==> src/rtl/nco_stream_pkg.sv <==
// Shared types, default sizing and the write-side rounding helper for the
// NCO frame streamer.
package nco_stream_pkg;

    typedef enum logic [1:0] {
        IDLE  = 2'd0,
        RUN   = 2'd1,
        DRAIN = 2'd2
    } state_t;

    // Sample widths used by round_sat; the streamer's MPR/OW default to these.
    localparam int NCO_MPR = 18;
    localparam int NCO_OW  = 16;
    localparam int RND_D   = NCO_MPR - NCO_OW;

    localparam int DEF_FRAME_LEN  = 1024;
    localparam int DEF_FIFO_DEPTH = 16;
    localparam int DEF_NFW        = 8;

    // Counter widths: position in frame, FIFO fill, total samples in a run.
    localparam int DEF_FCNT_W = $clog2(DEF_FRAME_LEN);
    localparam int DEF_FILL_W = $clog2(DEF_FIFO_DEPTH) + 1;
    localparam int DEF_TOT_W  = DEF_NFW + DEF_FCNT_W;

    // Round half up by adding 2^(D-1) and dropping D bits (taking the upper
    // slice is the arithmetic shift), then clamp to the OW-bit range. One
    // guard bit keeps the rounding add from overflowing.
    function automatic logic [NCO_OW-1:0] round_sat(input logic [NCO_MPR-1:0] x);
        logic [NCO_MPR:0] sum;
        logic [NCO_OW:0]  q;
        sum = {x[NCO_MPR-1], x} + (NCO_MPR+1)'(1 << (RND_D - 1));
        q   = sum[NCO_MPR:RND_D];
        if (q[NCO_OW] != q[NCO_OW-1])
            round_sat = q[NCO_OW] ? {1'b1, {(NCO_OW-1){1'b0}}} : {1'b0, {(NCO_OW-1){1'b1}}};
        else
            round_sat = q[NCO_OW-1:0];
    endfunction

endpackage

==> src/rtl/nco_stream_fifo.sv <==
// Synchronous first-word-fall-through FIFO: rd_data shows the head entry
// whenever empty is low; rd_en pops it.
module nco_stream_fifo
    import nco_stream_pkg::*;
#(
    parameter int W     = 2 * NCO_OW,
    parameter int DEPTH = DEF_FIFO_DEPTH
) (
    input  logic                   clk,
    input  logic                   reset,
    input  logic                   wr_en,
    input  logic [W-1:0]           wr_data,
    input  logic                   rd_en,
    output logic [W-1:0]           rd_data,
    output logic                   empty,
    output logic                   full,
    output logic [$clog2(DEPTH):0] fill
);

    localparam int AW = $clog2(DEPTH);

    logic [W-1:0]  mem [DEPTH];
    logic [AW-1:0] wr_ptr_q;
    logic [AW-1:0] rd_ptr_q;
    logic [AW:0]   fill_q;
    logic          wr_ok;
    logic          rd_ok;

    // Writes to a full FIFO and reads from an empty one are dropped.
    assign wr_ok = wr_en && !full;
    assign rd_ok = rd_en && !empty;

    // Storage array, left unreset; only pointers define valid contents.
    always_ff @(posedge clk) begin
        if (wr_ok)
            mem[wr_ptr_q] <= wr_data;
    end

    // Pointer and occupancy bookkeeping.
    always_ff @(posedge clk) begin
        if (reset) begin
            wr_ptr_q <= '0;
            rd_ptr_q <= '0;
            fill_q   <= '0;
        end else begin
            if (wr_ok)
                wr_ptr_q <= wr_ptr_q + AW'(1);
            if (rd_ok)
                rd_ptr_q <= rd_ptr_q + AW'(1);
            case ({wr_ok, rd_ok})
                2'b10:   fill_q <= fill_q + (AW+1)'(1);
                2'b01:   fill_q <= fill_q - (AW+1)'(1);
                default: fill_q <= fill_q;
            endcase
        end
    end

    assign rd_data = mem[rd_ptr_q];
    assign empty   = (fill_q == '0);
    assign full    = (fill_q == (AW+1)'(DEPTH));
    assign fill    = fill_q;

endmodule

==> src/rtl/nco_frame_streamer.sv <==
// Throttles the NCO via its clock-enable, rounds each quadrature sample to
// OW bits, buffers it and re-emits it as framed Avalon-ST packets.
//
// state | meaning
// IDLE  | waiting for start; outputs quiet
// RUN   | enabling the NCO until FRAME_LEN*num_frames samples are accepted
// DRAIN | NCO stopped; emptying the FIFO until the final eop transfers
module nco_frame_streamer
    import nco_stream_pkg::*;
#(
    parameter int MPR        = NCO_MPR,
    parameter int OW         = NCO_OW,
    parameter int FRAME_LEN  = DEF_FRAME_LEN,
    parameter int FIFO_DEPTH = DEF_FIFO_DEPTH,
    parameter int NFW        = DEF_NFW
) (
    input  logic           clk,
    input  logic           reset,
    input  logic           start,
    input  logic [NFW-1:0] num_frames,
    output logic           busy,
    output logic           done,
    output logic           nco_clken,
    input  logic           nco_valid,
    input  logic [MPR-1:0] nco_sin,
    input  logic [MPR-1:0] nco_cos,
    output logic           src_valid,
    input  logic           src_ready,
    output logic [OW-1:0]  src_real,
    output logic [OW-1:0]  src_imag,
    output logic           src_sop,
    output logic           src_eop
);

    localparam int FCNT_W = $clog2(FRAME_LEN);
    localparam int FILL_W = $clog2(FIFO_DEPTH) + 1;
    localparam int TOT_W  = NFW + FCNT_W;

    state_t              state_q;
    state_t              state_d;
    logic [TOT_W-1:0]    remain_q;
    logic [FCNT_W-1:0]   out_cnt_q;
    logic                done_q;

    logic                fifo_empty;
    logic                fifo_full;
    logic [FILL_W-1:0]   fifo_fill;
    logic [2*OW-1:0]     fifo_rd_data;
    logic [2*OW-1:0]     fifo_wr_data;

    logic                start_ok;
    logic                start_zero;
    logic                can_take;
    logic                accept;
    logic                last_accept;
    logic                xfer;
    logic                drain_exit;

    assign start_ok    = (state_q == IDLE) && start && (num_frames != '0);
    assign start_zero  = (state_q == IDLE) && start && (num_frames == '0);
    assign can_take    = !fifo_full && (remain_q != '0);
    assign accept      = (state_q == RUN) && can_take && nco_valid;
    assign last_accept = accept && (remain_q == TOT_W'(1));
    assign xfer        = src_valid && src_ready;
    // The last sample of a run is always an eop; leave once it is the only entry and leaves.
    assign drain_exit  = (state_q == DRAIN) && xfer && src_eop && (fifo_fill == FILL_W'(1));

    // State register.
    always_ff @(posedge clk) begin
        if (reset)
            state_q <= IDLE;
        else
            state_q <= state_d;
    end

    // Next-state and NCO enable.
    always_comb begin
        state_d   = state_q;
        nco_clken = 1'b0;
        case (state_q)
            IDLE: begin
                if (start_ok)
                    state_d = RUN;
            end
            RUN: begin
                nco_clken = can_take;
                if (last_accept)
                    state_d = DRAIN;
            end
            DRAIN: begin
                if (drain_exit)
                    state_d = IDLE;
            end
            default: state_d = IDLE;
        endcase
    end

    // Remaining-sample down-counter, frame position counter and done pulse.
    always_ff @(posedge clk) begin
        if (reset) begin
            remain_q  <= '0;
            out_cnt_q <= '0;
            done_q    <= 1'b0;
        end else begin
            done_q <= drain_exit || start_zero;
            if (start_ok) begin
                remain_q  <= {num_frames, {FCNT_W{1'b0}}};
                out_cnt_q <= '0;
            end else begin
                if (accept)
                    remain_q <= remain_q - TOT_W'(1);
                if (xfer)
                    out_cnt_q <= out_cnt_q + FCNT_W'(1);
            end
        end
    end

    assign fifo_wr_data = {round_sat(nco_cos), round_sat(nco_sin)};

    nco_stream_fifo #(
        .W     (2 * OW),
        .DEPTH (FIFO_DEPTH)
    ) u_fifo (
        .clk     (clk),
        .reset   (reset),
        .wr_en   (accept),
        .wr_data (fifo_wr_data),
        .rd_en   (xfer),
        .rd_data (fifo_rd_data),
        .empty   (fifo_empty),
        .full    (fifo_full),
        .fill    (fifo_fill)
    );

    // Data fields are forced to zero while nothing is presented so stale
    // storage never shows on the bus.
    assign src_valid = !fifo_empty;
    assign src_real  = fifo_empty ? '0 : fifo_rd_data[2*OW-1:OW];
    assign src_imag  = fifo_empty ? '0 : fifo_rd_data[OW-1:0];
    assign src_sop   = src_valid && (out_cnt_q == '0);
    assign src_eop   = src_valid && (out_cnt_q == FCNT_W'(FRAME_LEN - 1));

    assign busy = (state_q != IDLE);
    assign done = done_q;

endmodule

==> config.mk <==
export PLATFORM = sky130hd
export DESIGN_NAME = nco_frame_streamer
export DESIGN_NICKNAME = d
export VERILOG_FILES = /design/src/rtl/nco_stream_pkg.sv /design/src/rtl/nco_stream_fifo.sv /design/src/rtl/nco_frame_streamer.sv
export SDC_FILE = /design/constraint.sdc
export NUM_CORES = 1
export LEC_CHECK = 0
export BUFFER_PORTS_ARGS = -buffer_cell sky130_fd_sc_hd__buf_4
export CORE_MARGIN = 8
export CORE_UTILIZATION = 55
export CTS_CLUSTER_DIAMETER = 50
export DETAILED_ROUTE_END_ITERATION = 6
export GPL_TIMING_DRIVEN = 0
export HOLD_SLACK_MARGIN = 0.03
export PLACE_DENSITY_LB_ADDON = 0.12
export SYNTH_ARGS = -nofsm -noshare
export SYNTH_HDL_FRONTEND = slang
export SYNTH_HIERARCHICAL = 1
export SYNTH_SLANG_ARGS = --single-unit
==> constraint.sdc <==
create_clock -name clk -period 13.2 [get_ports clk]
set_input_delay 1.32 -clock clk [delete_from_list [all_inputs] [get_ports clk]]
set_output_delay 1.32 -clock clk [all_outputs]
set_load 0.03 [all_outputs]
==> impl_metrics.csv <==
group,metric,value,unit
outcome,status,"completed",
critical_path,crit_type,"flop to output port",
clocking,clkTransAtPathRegs,60,ps
synthesis,yosysTopAreaCell,"edfxtp_1",
floorplan,io_pins,87,
synthesis,synth-edff-count,512,
clocking,cts_max_path_buffers,3,
timing,setup_viol,0,
placed_design,gp_congestion,0.825,
synthesis,synthSimpleGateAreaFrac,6.76,%
timing,period_minus_slack,4820,ps
clocking,cts_resized,0,
global_route,antenna_found_initial,0,
floorplan,row_count,74,
global_route,grt_max_degree,25,
timing,slew_viol_final,0,
run,drv_cap,0,
synthesis,ys_seq_elements,560,
synthesis,synth_compound_area_share,4.89,%
critical_path,cp_data_required_time,11880,ps
cells_and_area,final_nets,1531,
clocking,cts_root_buf,"clkbuf_16",
placed_design,hpwl,32800,um
pwr,vdd_drop_max,0.0987,mV
drt,wl_per_cell,25.7,um
drt,drcViolationCount,0,
critical_path,cp.arrival,3500,ps
timing,relSlewSlack,12.5,%
cells_and_area,final_cell_mix,"edfxtp_1 (512), mux4_2 (128), buf_4 (88)",
drt,firstDrtPassIters,5,
global_route,grt.total_usage,22.0,%
drt,viasPerCell,6.19,
clocking,tritoncts,"yes",
timing,setup_tns,0,ps
clocking,post-cts-setup-buffers,0,
global_route,grt_pass1_wl,78500,um
critical_path,timing.rr.start,"u_fifo/fill[1]$_SDFFE_PP0P_",
drt,drtIter0Drc,1233,
drt,ant_nets,0,
placed_design,io_buffers,83,
synthesis,ys_top_cells_by_area,"edfxtp_1 (67%), mux4_2 (13%), dfxtp_1 (4.2%)",
timing,fmax,0.207,GHz
timing,tightest_slew,1310,ps
clocking,cts_max_level,2,
clocking,clock_sinks,560,
synthesis,synth_fa_ha_area_share,0.765,%
synthesis,netlist_area,22900,um2
floorplan,die_area,48400,um2
synthesis,synth_cells,1293,
clocking,hold_buffers,0,
clocking,clk_latency,600,ps
floorplan,die_height,220,um
timing,final.setup_skew,20.2,ps
synthesis,yosysSeqAreaShare,71.4,%
global_route,top_usage_layer,"met2",
pwr,p_leak,0.00856,uW
synthesis,synthMuxAreaShare,12.9,%
critical_path,start_kind,"flop",
synthesis,synth_xor_area_share,1.72,%
drt,vias,12700,
global_route,grt_overflow_total,0,
synthesis,synthesis.nets,1356,
cells_and_area,syn_to_final_growth,16.2,%
critical_path,cp_max_fo,10,
global_route,grt_util_met2,36.7,%
critical_path,startpoint,"u_fifo/fill[1]$_SDFFE_PP0P_",
worst_hold_path,min_path_type,"flop to flop",
timing,whs,495,ps
synthesis,ys_async_sr_fraction,0,%
timing,period_share,36.5,%
synthesis,synth_top_area_share,67.2,%
clocking,cts_buffers,58,
cells_and_area,final_layout_size_suffix_gt1_share,24.9,%
pwr,power_density,140,nW/um2
timing,rsz0062_at_grt,"false",
global_route,grt.met1_usage,29.6,%
synthesis,synth_ff_type,"edfxtp_1",
critical_path,cp-end-kind,"output port",
timing,hold_violations,0,
worst_hold_path,hp-start,"remain_q[5]$_SDFFE_PP0P_",
synthesis,yosys.cell_types.count,68,
cells_and_area,final_common_cell,"edfxtp_1",
floorplan,core,40900,um2
synthesis,synth_top_family_by_area,"multiplexers",
synthesis,yosysWarningCount,6,
drt,routed_wl,52600,um
global_route,grt_pass1_vias,12800,
synthesis,syn_area_per_cell,17.7,um2
floorplan,initial_core_util,55.9,%
cells_and_area,num_antenna_cells,0,
floorplan,die_w,220,um
global_route,grtUsageMet3,4.21,%
[sequential cells by signal, indices dropped and copies added (netlist names), named ones only]
register	count
done	1
u_fifo/mem	512
u_fifo/wr_ptr_q	4
u_fifo/fill	5
u_fifo/rd_ptr_q	4
state_q	2
remain_q	18
out_cnt_q	10
[through the flow]
stage / utilization (%) / power, uW / setup WS [ps] / area [um2] / instances
global placement: 59.1 / 2190 / 4600 / 24200 / 1908
finish: 65.0 / 3730 / 8380 / 26600 / 2048
detailed placement: 60.5 / 2200 / 8510 / 24800 / 1940
floorplan: - / 2120 / 8100 / 22900 / 1293
global route: 65.0 / 3840 / 8150 / 26600 / 2048
CTS: 65.0 / 3760 / 8260 / 26600 / 2048
[cell families after synthesis]
family	Yosys count
and+or+nand+nor	303
muxes	135
xor gates and xnor gates	45
buffers and inverters	87
adders and majority gates	14
AOI/OAI and AO/OA	149
DFF	560
[critical path, stage by stage (launching register included)]
cell and delay (ps):
dfxtp_1 320, buf_6 130, or4_4 510, buf_6 160, nor2_1 740, clkbuf_1 660, nor2b_1 160, buf_4 210
[cells in the mapped netlist, types with 12 or more instances]
cell      number
dfxtp_1       48
nor2b_1       35
inv_1         18
mux4_2       128
nor2_1        72
xor2_1        25
a22oi_1       64
edfxtp_1     512
nand2_1       76
ha_1          14
nand3_1       24
o21ai_0       17
xnor2_1       20
buf_2         16
a21oi_1       16
nand4_1       12
nor3_1        16
clkbuf_1      47
[worst paths after layout]
path	slack, ps	cells after the start	end
worst max-delay path	8380	7	src_imag[11]
worst min-delay path	500	2	remain_q[5]$_SDFFE_PP0P_
worst max register to register	8850	16	u_fifo/fill[4]$_SDFFE_PP0P_
worst min register to register	500	2	remain_q[5]$_SDFFE_PP0P_
[metal layers]
layer | share of wire, % | up-vias
li1 | - | 5563
met1 | 40 | 6561
met2 | 50 | 472
met3 | 7.6 | 76
met4 | 2.1 | 0
met5 | 0 | -
[cell type report]
cell class / instances / area [um2]
multi-input combinational: 646 / 6310
fill: 2834 / 14300
tap: 532 / 666
clock buffer: 78 / 1550
buffer: 69 / 298
timing repair buffer: 115 / 1080
clock inverter: 30 / 295
inverter: 18 / 67.6
sequential: 560 / 16300
[power by group]
part | switching, uW | total (uW) | internal, uW
sequential | 8.15 | 1960 | 1950
combinational | 124 | 194 | 70.2
clock | 665 | 1570 | 905
total | 797 | 3730 | 2930
Power figures use the tool's default switching activity.
